===== config.mk =====
export PLATFORM = sky130hd
export DESIGN_NAME = fetch_unit_flat
export DESIGN_NICKNAME = d
export VERILOG_FILES = /design/src/rtl/imem_if.sv /design/src/rtl/fetch_unit.sv /design/src/flat_wrapper.sv
export SDC_FILE = /design/constraint.sdc
export NUM_CORES = 1
export LEC_CHECK = 0
export ABC_CLOCK_PERIOD_IN_PS = 3500
export CORE_ASPECT_RATIO = 1.25
export CORE_UTILIZATION = 49
export DETAILED_ROUTE_END_ITERATION = 12
export PLACE_DENSITY = 0.86
export SETUP_SLACK_MARGIN = 0.1
export SYNTH_ARGS = -nofsm -noshare
export SYNTH_HDL_FRONTEND = slang
export SYNTH_SLANG_ARGS = --single-unit

===== constraint.sdc =====
create_clock -name clk -period 3.5 [get_ports clk]
set_input_delay 0.35 -clock clk [delete_from_list [all_inputs] [get_ports clk]]
set_output_delay 0.35 -clock clk [all_outputs]
set_load 0.02 [all_outputs]

===== src/rtl/imem_if.sv =====
// rtl/imem_if.sv - instruction memory request/acknowledge bus
//
// Carries the fetch request from fetch_unit to instruction memory.
//   imem_addr : fetch address (equals the PC while imem_req is high)
//   imem_req  : request, held until ack or timeout abort
//   imem_ack  : memory data valid this cycle
//   imem_data : instruction word, meaningful only when imem_ack is high
// master = fetch unit side, slave = memory side.
interface imem_if;
    logic [15:0] imem_addr;
    logic        imem_req;
    logic        imem_ack;
    logic [31:0] imem_data;

    modport master (
        output imem_addr,
        output imem_req,
        input  imem_ack,
        input  imem_data
    );

    modport slave (
        input  imem_addr,
        input  imem_req,
        output imem_ack,
        output imem_data
    );
endinterface


===== src/rtl/fetch_unit.sv =====
// rtl/fetch_unit.sv - SISC instruction fetch stage: PC, IR and imem fetch handshake
//
// Ports:
//   clk, rst_f            : clock, asynchronous active-low reset
//   fetch_start           : one-cycle pulse, starts a fetch of mem[pc]
//   pc_rst                : synchronous PC reset to RESET_PC, honoured in any state
//   pc_write/pc_sel/br_sel: branch commit (IDLE only), absolute or PC-relative
//   imem                  : instruction memory bus (master side)
//   fetch_done, fetch_err : completion pulse, and abort flag pulsed with it
//   seq_err               : sticky protocol error (command received while busy)
//   pc, ir                : program counter and instruction register
//   opcode/mm/rd/rs/rt/imm: instruction fields decoded from ir
module fetch_unit #(
    parameter int unsigned TIMEOUT  = 15,
    parameter logic [15:0] RESET_PC = 16'h0000
) (
    input  logic        clk,
    input  logic        rst_f,
    input  logic        fetch_start,
    input  logic        pc_rst,
    input  logic        pc_write,
    input  logic        pc_sel,
    input  logic        br_sel,
    imem_if.master      imem,
    output logic        fetch_done,
    output logic        fetch_err,
    output logic        seq_err,
    output logic [15:0] pc,
    output logic [31:0] ir,
    output logic [3:0]  opcode,
    output logic [3:0]  mm,
    output logic [3:0]  rd,
    output logic [3:0]  rs,
    output logic [3:0]  rt,
    output logic [15:0] imm
);

    typedef enum logic [1:0] {
        IDLE = 2'd0,
        REQ  = 2'd1,
        DONE = 2'd2
    } state_t;

    // The counter holds the number of REQ cycles already spent without ack,
    // so the abort fires during the TIMEOUT-th REQ cycle.
    localparam logic [7:0] TIMEOUT_LAST = 8'(TIMEOUT - 1);

    state_t      state_q, state_d;
    logic [15:0] pc_q, pc_d;
    logic [31:0] ir_q, ir_d;
    logic [7:0]  cnt_q, cnt_d;
    logic        err_q, err_d;
    logic        seq_err_q, seq_err_d;

    always_comb begin
        state_d   = state_q;
        pc_d      = pc_q;
        ir_d      = ir_q;
        cnt_d     = cnt_q;
        err_d     = err_q;
        seq_err_d = seq_err_q;

        case (state_q)
            IDLE: begin
                // PC update lands on the same edge that enters REQ, so a
                // simultaneous fetch uses the updated PC.
                if (pc_rst) begin
                    pc_d = RESET_PC;
                end else if (pc_write && pc_sel) begin
                    pc_d = br_sel ? ir_q[15:0] : pc_q + ir_q[15:0];
                end
                if (fetch_start) begin
                    state_d = REQ;
                    cnt_d   = '0;
                    err_d   = 1'b0;
                end
            end
            REQ: begin
                if (fetch_start || pc_write) begin
                    seq_err_d = 1'b1;
                end
                if (pc_rst) begin
                    pc_d    = RESET_PC;
                    state_d = IDLE;
                end else if (imem.imem_ack) begin
                    ir_d    = imem.imem_data;
                    pc_d    = pc_q + 16'd1;
                    state_d = DONE;
                end else if (cnt_q == TIMEOUT_LAST) begin
                    // Abort: IR becomes NOOP, PC still advances past the slot.
                    ir_d    = '0;
                    pc_d    = pc_q + 16'd1;
                    err_d   = 1'b1;
                    state_d = DONE;
                end else begin
                    cnt_d = cnt_q + 8'd1;
                end
            end
            DONE: begin
                if (fetch_start || pc_write) begin
                    seq_err_d = 1'b1;
                end
                if (pc_rst) begin
                    pc_d = RESET_PC;
                end
                state_d = IDLE;
            end
            default: begin
                state_d = IDLE;
            end
        endcase
    end

    always_ff @(posedge clk or negedge rst_f) begin
        if (!rst_f) begin
            state_q   <= IDLE;
            pc_q      <= RESET_PC;
            ir_q      <= '0;
            cnt_q     <= '0;
            err_q     <= 1'b0;
            seq_err_q <= 1'b0;
        end else begin
            state_q   <= state_d;
            pc_q      <= pc_d;
            ir_q      <= ir_d;
            cnt_q     <= cnt_d;
            err_q     <= err_d;
            seq_err_q <= seq_err_d;
        end
    end

    assign imem.imem_addr = pc_q;
    assign imem.imem_req  = (state_q == REQ);

    // A pc_rst arriving in DONE cancels the completion pulse.
    assign fetch_done = (state_q == DONE) && !pc_rst;
    assign fetch_err  = fetch_done && err_q;
    assign seq_err    = seq_err_q;

    assign pc     = pc_q;
    assign ir     = ir_q;
    assign opcode = ir_q[31:28];
    assign mm     = ir_q[27:24];
    assign rd     = ir_q[23:20];
    assign rs     = ir_q[19:16];
    assign rt     = ir_q[15:12];
    assign imm    = ir_q[15:0];

endmodule


===== src/flat_wrapper.sv =====
// flat-port wrapper written by rule: the top's interface ports become plain ports
module fetch_unit_flat 
#(
    parameter int unsigned TIMEOUT  = 15,
    parameter logic [15:0] RESET_PC = 16'h0000
)
  (clk, rst_f, fetch_start, pc_rst, pc_write, pc_sel, br_sel, fetch_done, fetch_err, seq_err, pc, ir, opcode, mm, rd, rs, rt, imm, imem_imem_addr, imem_imem_req, imem_imem_ack, imem_imem_data);
  imem_if imem_i ();
  input  logic clk;
  input  logic rst_f;
  input  logic fetch_start;
  input  logic pc_rst;
  input  logic pc_write;
  input  logic pc_sel;
  input  logic br_sel;
  output logic fetch_done;
  output logic fetch_err;
  output logic seq_err;
  output logic [15:0] pc;
  output logic [31:0] ir;
  output logic [3:0] opcode;
  output logic [3:0] mm;
  output logic [3:0] rd;
  output logic [3:0] rs;
  output logic [3:0] rt;
  output logic [15:0] imm;
  output wire logic [$bits(imem_i.imem_addr)-1:0] imem_imem_addr;
  output wire logic [$bits(imem_i.imem_req)-1:0] imem_imem_req;
  input wire logic [$bits(imem_i.imem_ack)-1:0] imem_imem_ack;
  input wire logic [$bits(imem_i.imem_data)-1:0] imem_imem_data;
  assign imem_imem_addr = imem_i.imem_addr;
  assign imem_imem_req = imem_i.imem_req;
  assign imem_i.imem_ack = imem_imem_ack;
  assign imem_i.imem_data = imem_imem_data;
  fetch_unit #(.TIMEOUT(TIMEOUT), .RESET_PC(RESET_PC)) u_core (.clk(clk), .rst_f(rst_f), .fetch_start(fetch_start), .pc_rst(pc_rst), .pc_write(pc_write), .pc_sel(pc_sel), .br_sel(br_sel), .imem(imem_i), .fetch_done(fetch_done), .fetch_err(fetch_err), .seq_err(seq_err), .pc(pc), .ir(ir), .opcode(opcode), .mm(mm), .rd(rd), .rs(rs), .rt(rt), .imm(imm));
endmodule

Yosys cells after proc, flatten, opt, wreduce, memory -nomap -nowiden --
Index checks and enable logic that the tools add are counted. Widths: inputs -> output; s select.
Word-level totals: register bits 60, logic and storage cells 62, output and inout port bits 104, input bits 40
Operators by class: multiplexer cells 25, equality and inequality tests 11, bitwise logic cells 1, add/sub/neg operators 3, reduce and logical (&&, ||, !) cells 16
Operators with widths (count):
- $mux 16 | 7
- $mux 32 | 2
- $pmux 16 s3 | 1
- $mux 8 | 4
- $add 16x1->16 const B | 1
- $add 16x16->16 | 1
- $pmux 8 s2 | 1
- $ne 2x2->1 const B | 5
- $reduce_and 5->1 | 2
- $add 8x1->8 const B | 1
- $eq 8x4->1 const B | 1
- $mux 2 | 4
- $mux 1 | 4
- $ne 4x2->1 const B | 1
- $pmux 2 s2 | 1
- $reduce_and 2->1 | 2
- $reduce_and 4->1 | 1
- $reduce_bool 2->1 | 2
- $logic_and 1x1->1 | 3
- $ne 3x2->1 const B | 1
- $reduce_and 3->1 | 1
- $reduce_bool 3->1 | 1
- $eq 2x1->1 const B | 1
- $eq 2x2->1 const B | 1
- other kinds (7) | 7

Depth between registers and ports, before layout --
Gate-level depths: netlist of the first run.
word-level depth 5, depth in mapped cells 10, depth with buffers taken out 8

Worst setup path after synthesis of the first run --
No wires, ideal clock.
path type reg2reg, start point reg u_core.state_q[1], end point reg u_core.pc_q[15], in the netlist u_core.imem.imem_addr[15], library setup time 90 ps, required time 3410 ps, arrival 2407 ps, stages on the path, launching flop included 10, slack 1004 ps, buffers on the path 1, cells stage by stage dfrtp_1 > inv_1 > ha_1 > clkbuf_1 > nor2b_1 > nand2_1 > or4_4 > a2111oi_0 > mux2i_1 > o2111ai_1
On the way: longest elaborated chain between the ends 3
RTL lines:
- from (decl) | line fetch_unit.sv:48 | state_t state_q, state_d;
- from (signal assigned) | line fetch_unit.sv:123 | state_q <= state_d;
- $eq 2x1->1 (*)
- via imem_imem_req | line flat_wrapper.sv:28 | output wire logic [$bits(imem_i.imem_req)-1:0] imem_imem_req;
- $ne 4x2->1 (no source line) or $reduce_bool 3->1 (tied branches)
- $reduce_and 4->1 (no source line)
- to (signal assigned) | line fetch_unit.sv:124 | pc_q <= pc_d;
- to (decl) | line fetch_unit.sv:49 | logic [15:0] pc_q, pc_d;
Mark *: on every way through the listed nets, which the timed path passes. The rest lies on a longest branch. A chain may end at the register's enable or synchronous reset.

Worst setup path in the final report of the first run --
start point reg u_core.pc_q[1], in the netlist u_core.imem.imem_addr[1], end point reg u_core.pc_q[15], in the netlist u_core.imem.imem_addr[15]
On the way: longest elaborated chain between the ends 5
RTL lines:
- $add 16x1->16 or $add 16x16->16 (tied branches) | line fetch_unit.sv:87, fetch_unit.sv:92, fetch_unit.sv:70
- $mux 16 (on tied branches) | line fetch_unit.sv:89, fetch_unit.sv:70
- $mux 16 (on tied branches) | line fetch_unit.sv:85, fetch_unit.sv:69
- $mux 16 (on tied branches) | line fetch_unit.sv:82, fetch_unit.sv:67
- $pmux 16 s3 (*) | line fetch_unit.sv:63 | case (state_q)
Every way passes the cells marked *; elsewhere a longest branch is shown, timed or not. The select of a mux whose other input is x is not followed.

==> results of run 1 <==
-- routing by layer --
layer	global-route usage (%)	vias to the layer above
met5	0	-
met2	46.0	162
met1	31.7	1859
met4	6.30	0
met3	4.92	11
li1	-	1764
-- layout make-up --
| class | count | area, µm² | area share [%] |
|---|---|---|---|
| clock buffer | 10 | 128 | 2.34 |
| clock inverter | 6 | 113 | 2.07 |
| inverter | 11 | 41.3 | 0.757 |
| multi-input combinational | 303 | 2080 | 38.1 |
| sequential | 60 | 1500 | 27.5 |
| tap | 95 | 119 | 2.18 |
| timing repair buffer | 149 | 1470 | 27.0 |
-- stage by stage --
step	hold WS (ns)	power (W)	instance area, µm²	utilization [%]
after global placement	0.453	0.00419	5210	65.8
after detailed placement	0.451	0.00425	5210	65.8
after CTS	0.150	0.00504	5450	68.8
after floorplan	0.0544	0.00325	4080	-
after global routing	0.186	0.00533	5450	68.8
final	0.119	0.00504	5450	68.8
-- registers in the layout, summed over array words and instances (netlist names) --
signal,count
u_core.seq_err,1
u_core.state_q,2
u_core.ir,32
u_core.err_q,1
u_core.cnt_q,8
u_core.imem.imem_addr,16
-- report_power, final --
part	internal [W]	total [W]	switching, W
clock network	0.000474	0.000764	0.000289
logic	0.00140	0.00298	0.00158
registers	0.000937	0.00130	0.000360
total	0.00281	0.00504	0.00222
-- kinds of logic after synthesis --
group	after synthesis	synth area share (%)
adder cells (fa/ha/maj)	23	7.23
AND/OR/NAND/NOR	114	14.1
buffers and inverters	81	12.3
XOR/XNOR	19	4.08
flip-flops	60	36.8
multiplexers	6	1.53
AO/OA/AOI/OAI	141	24.0
-- cell usage after synthesis (all sizes together) (3+ instances only) --
library cell and number:
ha 22, dfrtp 60, a22oi 4, buf 53, nor3 5, o21ai 35, nand2b 3, xnor2 9
nor2b 5, nor4 4, nand2 29, inv 11, nor3b 3, nor2 30, a22o 33, nand4 11
a31oi 5, o221ai 7, and3 5, clkbuf 17, a21oi 23, nand3 9, o31ai 3, mux2i 4
o21a 4, xor2 10, and2 3, a32oi 3, a21o 5
-- worst paths after layout --
kind,start,endpoint,slack (ns)
min in group clk,u_core.seq_err$_DFFE_PN0P_,u_core.seq_err$_DFFE_PN0P_,0.47
min,rst_f,u_core.err_q$_DFFE_PN0P_,0.12
min reg2reg,u_core.seq_err$_DFFE_PN0P_,u_core.seq_err$_DFFE_PN0P_,0.47
max,u_core.imem.imem_addr[1]$_DFFE_PN0P_,u_core.imem.imem_addr[15]$_DFFE_PN0P_,0.89
max reg2reg,u_core.imem.imem_addr[1]$_DFFE_PN0P_,u_core.imem.imem_addr[15]$_DFFE_PN0P_,0.89
max in group asynchronous,rst_f,u_core.imem.imem_addr[4]$_DFFE_PN0P_,2.57
==> results.md, run 1 <==
- Clock Tree Root: clkbuf_8
- Min Tclk post-route: between 2 and 3 ns
- Final #Nets: 597
- Die Span Y: 104 µm
- Max-slew violations: 0
- FFs w/ async S/R, synth: 100%
- Final Cycle Share: between 70% and 80%
- Finished Layout Cells: 634
- Fillers: 599
- Setup Viol. Count Final: 0
- Flop and latch count out of synthesis: 60
- Worst VDD drop: 0.000601 V
- DP HPWL: 8.06 mm
- Post-synth cell types: 53
- Diode count: 0
- Sequential-to-total area share from yosys stat: a little under two fifths
- Req. time, crit path: ~3.8 ns
- Post-synth EDFFs: 0
- R2r worst-path depth: 6
- Critical path depth: 6
- Slew @ Worst Pin: 0.866 ns
- DR DRC count: 0
- Critical path fanouts, max: 8
- Top routing layer used: met4
- DR iter-0 viols: 276
- Critical path type: reg -> reg
- Final setup margin: between 0.8 and 0.9 ns
- CTS tree: yes
- Rel. slew slack: 42.3%
- Clock Latency Late Sink: 0.34 ns
- Max_cap viols: 0
- First drt pass iteration count: 4
- Routed length per instance: 17.4 µm
- Fmax: between 300 and 400 MHz
- Most frequent cells in the layout: clkdlybuf4s50_1 (142), dfrtp_1 (60), o21ai_0 (35)
- Slowest CP cell: or4_4
- Crit-path leading delay family: simple AND/OR/NAND/NOR gates
- M1 wire length: approximately 4.5 mm
- RSZ-0062 raised after global routing: no
- Area fraction of the dominant cell type after synthesis: a little under two fifths
- IO buf count: around 140
- Hold crit path type: in -> async
- # Post-CTS Setup Buffers: 0
- Netlist Area Pre-Place: between 4000 and 5000 µm²
- Ranking of synthesized cells by area: dfrtp_1 (37%), buf_4 (9.6%), a22o_1 (7.1%)
- Max incr delay on CP: 0.58 ns
- ANT nets after route: 0
- Ratio of cells with drive above 1 in the final layout: 5.94%
- Initial Util: between 50% and 60%
- Main flop type after synthesis: dfrtp_1
- Core ar.: around 7900 µm²
- Via count: approximately 3800
- CTS Buf Count: 9
- Final Hold Vio Count: 0
- GRT Total Usage: 25.7%
- Crit path buffers/inverters: 0
- Reg clk slew, reported paths: ~0.07 ns
- Initial antenna violation count: 0
- Cell count after placement: 618
- Clk sink count: 60
- DR WL met3: 590 µm
- Post-synthesis average cell area: 9.19 µm²
- Routed wire length: 11.1 mm
- LEAKAGE: 2.30 nW
- Area grow syn2layout: 33.6%
- Synth area leader: dfrtp_1
- Die area: 8700 µm²
- Most common cell after layout, fill and taps aside: clkdlybuf4s50_1
- Met2 WL: 5.89 mm
- CP cell instances: nand3_1, or4_4, or4_4, a2111oi_0, mux2i_1, o2111ai_1
- Die Wd: 83.6 µm
- Status: finished, final reports clean
- Worst Skew: approximately 0.0073 ns
- Critical Path AT: 2.86 ns
- Worst setup SP type: flop
- Mapped Cells: 444
- CTS Hold Bufs: 0
- Via-to-Cell Ratio: 5.99
- Row count: 36
- Dpl ws: 0.861 ns
- Io pins: 144
- Largest net degree at the start of global routing: 40
- Global placement routability congestion: between 0.9 and 1
- Post-Syn Nets: around 500
- Power Dens Cells: 924 nW/µm²
- Setup tns final: 0 ns
- Crit-path most repeated cell: or4_4
- CTS Buffer Depth: 2
- GRT overflow: 0
- H-tree levels: 3
- Crit path capture type: flop
- Post-CTS sizing: 0
- Vias in the first global route: 3699
- First-pass GRT wire length: about 18 mm
- Yosys warns: 0
(Power assumes the default switching activity.)
==> run 2: changes to the inputs <==
--- a/config.mk
+++ b/config.mk
@@ -5,11 +5,11 @@
 export SDC_FILE = /design/constraint.sdc
 export NUM_CORES = 1
 export LEC_CHECK = 0
-export ABC_CLOCK_PERIOD_IN_PS = 3500
+export ABC_CLOCK_PERIOD_IN_PS = 2400
 export CORE_ASPECT_RATIO = 1.25
-export CORE_UTILIZATION = 49
+export CORE_UTILIZATION = 46
 export DETAILED_ROUTE_END_ITERATION = 12
-export PLACE_DENSITY = 0.86
+export PLACE_DENSITY = 0.82
 export SETUP_SLACK_MARGIN = 0.1
 export SYNTH_ARGS = -nofsm -noshare
 export SYNTH_HDL_FRONTEND = slang
==> constraint.sdc (replaced) <==
create_clock -name clk -period 2.4 [get_ports clk]
set_input_delay 0.24 -clock clk [delete_from_list [all_inputs] [get_ports clk]]
set_output_delay 0.24 -clock clk [all_outputs]
set_load 0.02 [all_outputs]
==> run 2 against run 1 <==
Non-clock buffer count increased by 31. Sequential cell count unchanged. First-iteration DRC count decreased by 18%.
==> results.md, run 2 (synthesis results as in run 1) <==
- Worst reg-to-reg setup slack: 0.16 ns (was 0.89 ns)
- Most common cell after layout, fill and taps aside: clkdlybuf4s50_1 (unchanged)
- Initial antenna violation count: 0 (unchanged)
- Critical path fanouts, max: 5 (was 8)
- Critical Path AT: 2.46 ns (was 2.86 ns)
- Worst VDD drop: 0.000683 V (was 0.000601 V)
- GRT Total Usage: 26.8% (was 25.7%)
- H-tree levels: 3 (unchanged)
- Req. time, crit path: 2.61 ns (was 3.75 ns)
- Via count: 3946 (was 3796)
- Reg-to-reg endpoint: u_core.imem.imem_addr[15]$_DFFE_PN0P_ (unchanged)
- First-pass GRT wire length: 19.3 mm (was 18.4 mm)
- WHS: 0.448 ns (was 0.119 ns)
- Final Hold Vio Count: 0 (unchanged)
- Final Cycle Share: 93.4% (was 74.5%)
- Via-to-Cell Ratio: 5.72 (was 5.99)
- Worst setup SP type: flop (unchanged)
- CTS Buffer Depth: 2 (unchanged)
- DR DRC count: 0 (unchanged)
- Ratio of cells with drive above 1 in the final layout: 15.6% (was 5.94%)
- Flip-flop count of the largest register, all copies and words added: 32 (unchanged)
- Fillers: 673 (was 599)
- Clock Latency Late Sink: 0.35 ns (was 0.34 ns)
- Global placement routability congestion: 1.02 (was 0.943)
- Reg clk slew, reported paths: 0.08 ns (was 0.07 ns)
- R2r worst-path depth: 7 (was 6)
- Worst setup path endpoint: u_core.imem.imem_addr[15]$_DFFE_PN0P_ (unchanged)
- Setup Viol. Count Final: 0 (unchanged)
- Area grow syn2layout: 43.2% (was 33.6%)
- Most frequent cells in the layout: clkdlybuf4s50_1 (141), dfrtp_1 (50), o21ai_0 (34), buf_4 (34), a22o_1 (33) (was clkdlybuf4s50_1 (142), dfrtp_1 (60), o21ai_0 (35))
- Clk sink count: 60 (unchanged)
- LEAKAGE: 2.44 nW (was 2.30 nW)
- Vias in the first global route: 4019 (was 3699)
- CTS Buf Count: 9 (unchanged)
- Rel. slew slack: 58.9% (was 42.3%)
- CTS tree: yes (unchanged)
- Initial Util: 47.2% (was 51.5%)
- Io pins: 144 (unchanged)
- Routed wire length: 12.1 mm (was 11.1 mm)
- Final #Nets: 628 (was 597)
- Max_cap viols: 0 (unchanged)
- Slew @ Worst Pin: 0.616 ns (was 0.866 ns)
- Diode count: 0 (unchanged)
- Die area: 9260 µm² (was 8700 µm²)
- First drt pass iteration count: 6 (was 4)
- Fmax: 446 MHz (was 383 MHz)
- GRT overflow: 0 (unchanged)
- Clock Tree Root: clkbuf_8 (unchanged)
- Row count: 38 (was 36)
- DR iter-0 viols: 227 (was 276)
- Die Wd: 86.3 µm (was 83.6 µm)
- DP HPWL: 8.63 mm (was 8.06 mm)
- Largest net degree at the start of global routing: 36 (was 40)
- Final core utilization: 67.5% (was 68.8%)
- Max-slew violations: 0 (unchanged)
- Routed length per instance: 17.5 µm (was 17.4 µm)
- Setup tns final: 0 ns (unchanged)
- ANT nets after route: 0 (unchanged)
- Min Tclk post-route: 2.24 ns (was 2.61 ns)
- Status: finished, final reports clean (unchanged)
- Worst Skew: 0.0122 ns (was 0.00734 ns)
- Power, Total: 0.00768 W (was 0.00504 W)
- Core ar.: 8650 µm² (was 7930 µm²)
- Power Dens Cells: 1310 nW/µm² (was 924 nW/µm²)
- Crit path capture type: flop (unchanged)
- IO buf count: 143 (unchanged)
- Hold crit path type: in -> async (unchanged)
- CP startpoint: u_core.ir[4]$_DFFE_PN0P_ (was u_core.imem.imem_addr[1]$_DFFE_PN0P_)
- Reg-to-reg startpoint: u_core.ir[4]$_DFFE_PN0P_ (was u_core.imem.imem_addr[1]$_DFFE_PN0P_)
- Die Span Y: 107 µm (was 104 µm)
- RSZ-0062 raised after global routing: yes (was no)
- Critical path type: reg -> reg (unchanged)
[run 2: worst max-delay path, stage by stage, from the launching register on]
cell and delay (ns):
dfrtp_1 0.44, ha_2 0.35, a21o_1 0.24, a31o_2 0.28, nor2_1 0.18, o31a_1 0.24
mux2i_1 0.25, o2111ai_1 0.14
[run 2: metrics by stage]
step | setup WS, ns | std cells | instance area, µm²
finish | 0.158 | 690 | 5840
global route | 0.0748 | 690 | 5840
CTS | 0.110 | 688 | 5780
detailed placement | 0.0128 | 665 | 5460
global placement | 0.0735 | 665 | 5460
floorplan | 0.116 | 444 | 4110
[run 2: repair_timing]
| item | CTS | global route |
|---|---|---|
| setup endpoints to repair | 3 | 7 |
| gates resized for setup | 7 | 14 |
| endpoints found under the hold margin | 25 | 0 |
| hold buffers | 1 | 0 |
| pin swaps | 4 | 4 |
| setup buffers | 6 | 2 |
[run 2: where the power goes]
group	total [W]	leakage (nW)	switching [W]	internal, W
registers	0.00179	0.758	0.000411	0.00138
logic	0.00487	1.58	0.00256	0.00231
clock network	0.00102	0.107	0.000405	0.000612
[run 2: how the worst min path moves through the flow]
| stage | from | endpoint | slack, ns |
|---|---|---|---|
| final | rst_f | u_core.err_q$_DFFE_PN0P_ | 0.45 |
| after global routing | imem_imem_data[13] | u_core.ir[13]$_DFFE_PN0P_ | 0.49 |
| after CTS | rst_f | u_core.err_q$_DFFE_PN0P_ | 0.46 |
| after detailed placement | rst_f | u_core.err_q$_DFFE_PN0P_ | 0.29 |
| after global placement | rst_f | u_core.err_q$_DFFE_PN0P_ | 0.27 |
| after floorplan | rst_f | u_core.cnt_q[0]$_DFFE_PN0P_ | -0.06 |
[run 2: cell type report]
type / instances / area [µm²] / area share, %
sequential: 60 / 1510 / 25.9
timing repair buffer: 180 / 1730 / 29.7
clock buffer: 12 / 145 / 2.48
multi-input combinational: 303 / 2190 / 37.4
tap: 120 / 150 / 2.57
clock inverter: 4 / 72.6 / 1.24
inverter: 11 / 41.3 / 0.706
[run 2: metal layers]
metal | up-vias | GRT usage, % | wire, µm
met5 | - | 0 | 0
li1 | 1826 | - | -
met1 | 1922 | 29.9 | 4650
met2 | 160 | 48.4 | 6390
met4 | 0 | 11.2 | 404
met3 | 38 | 6.13 | 611
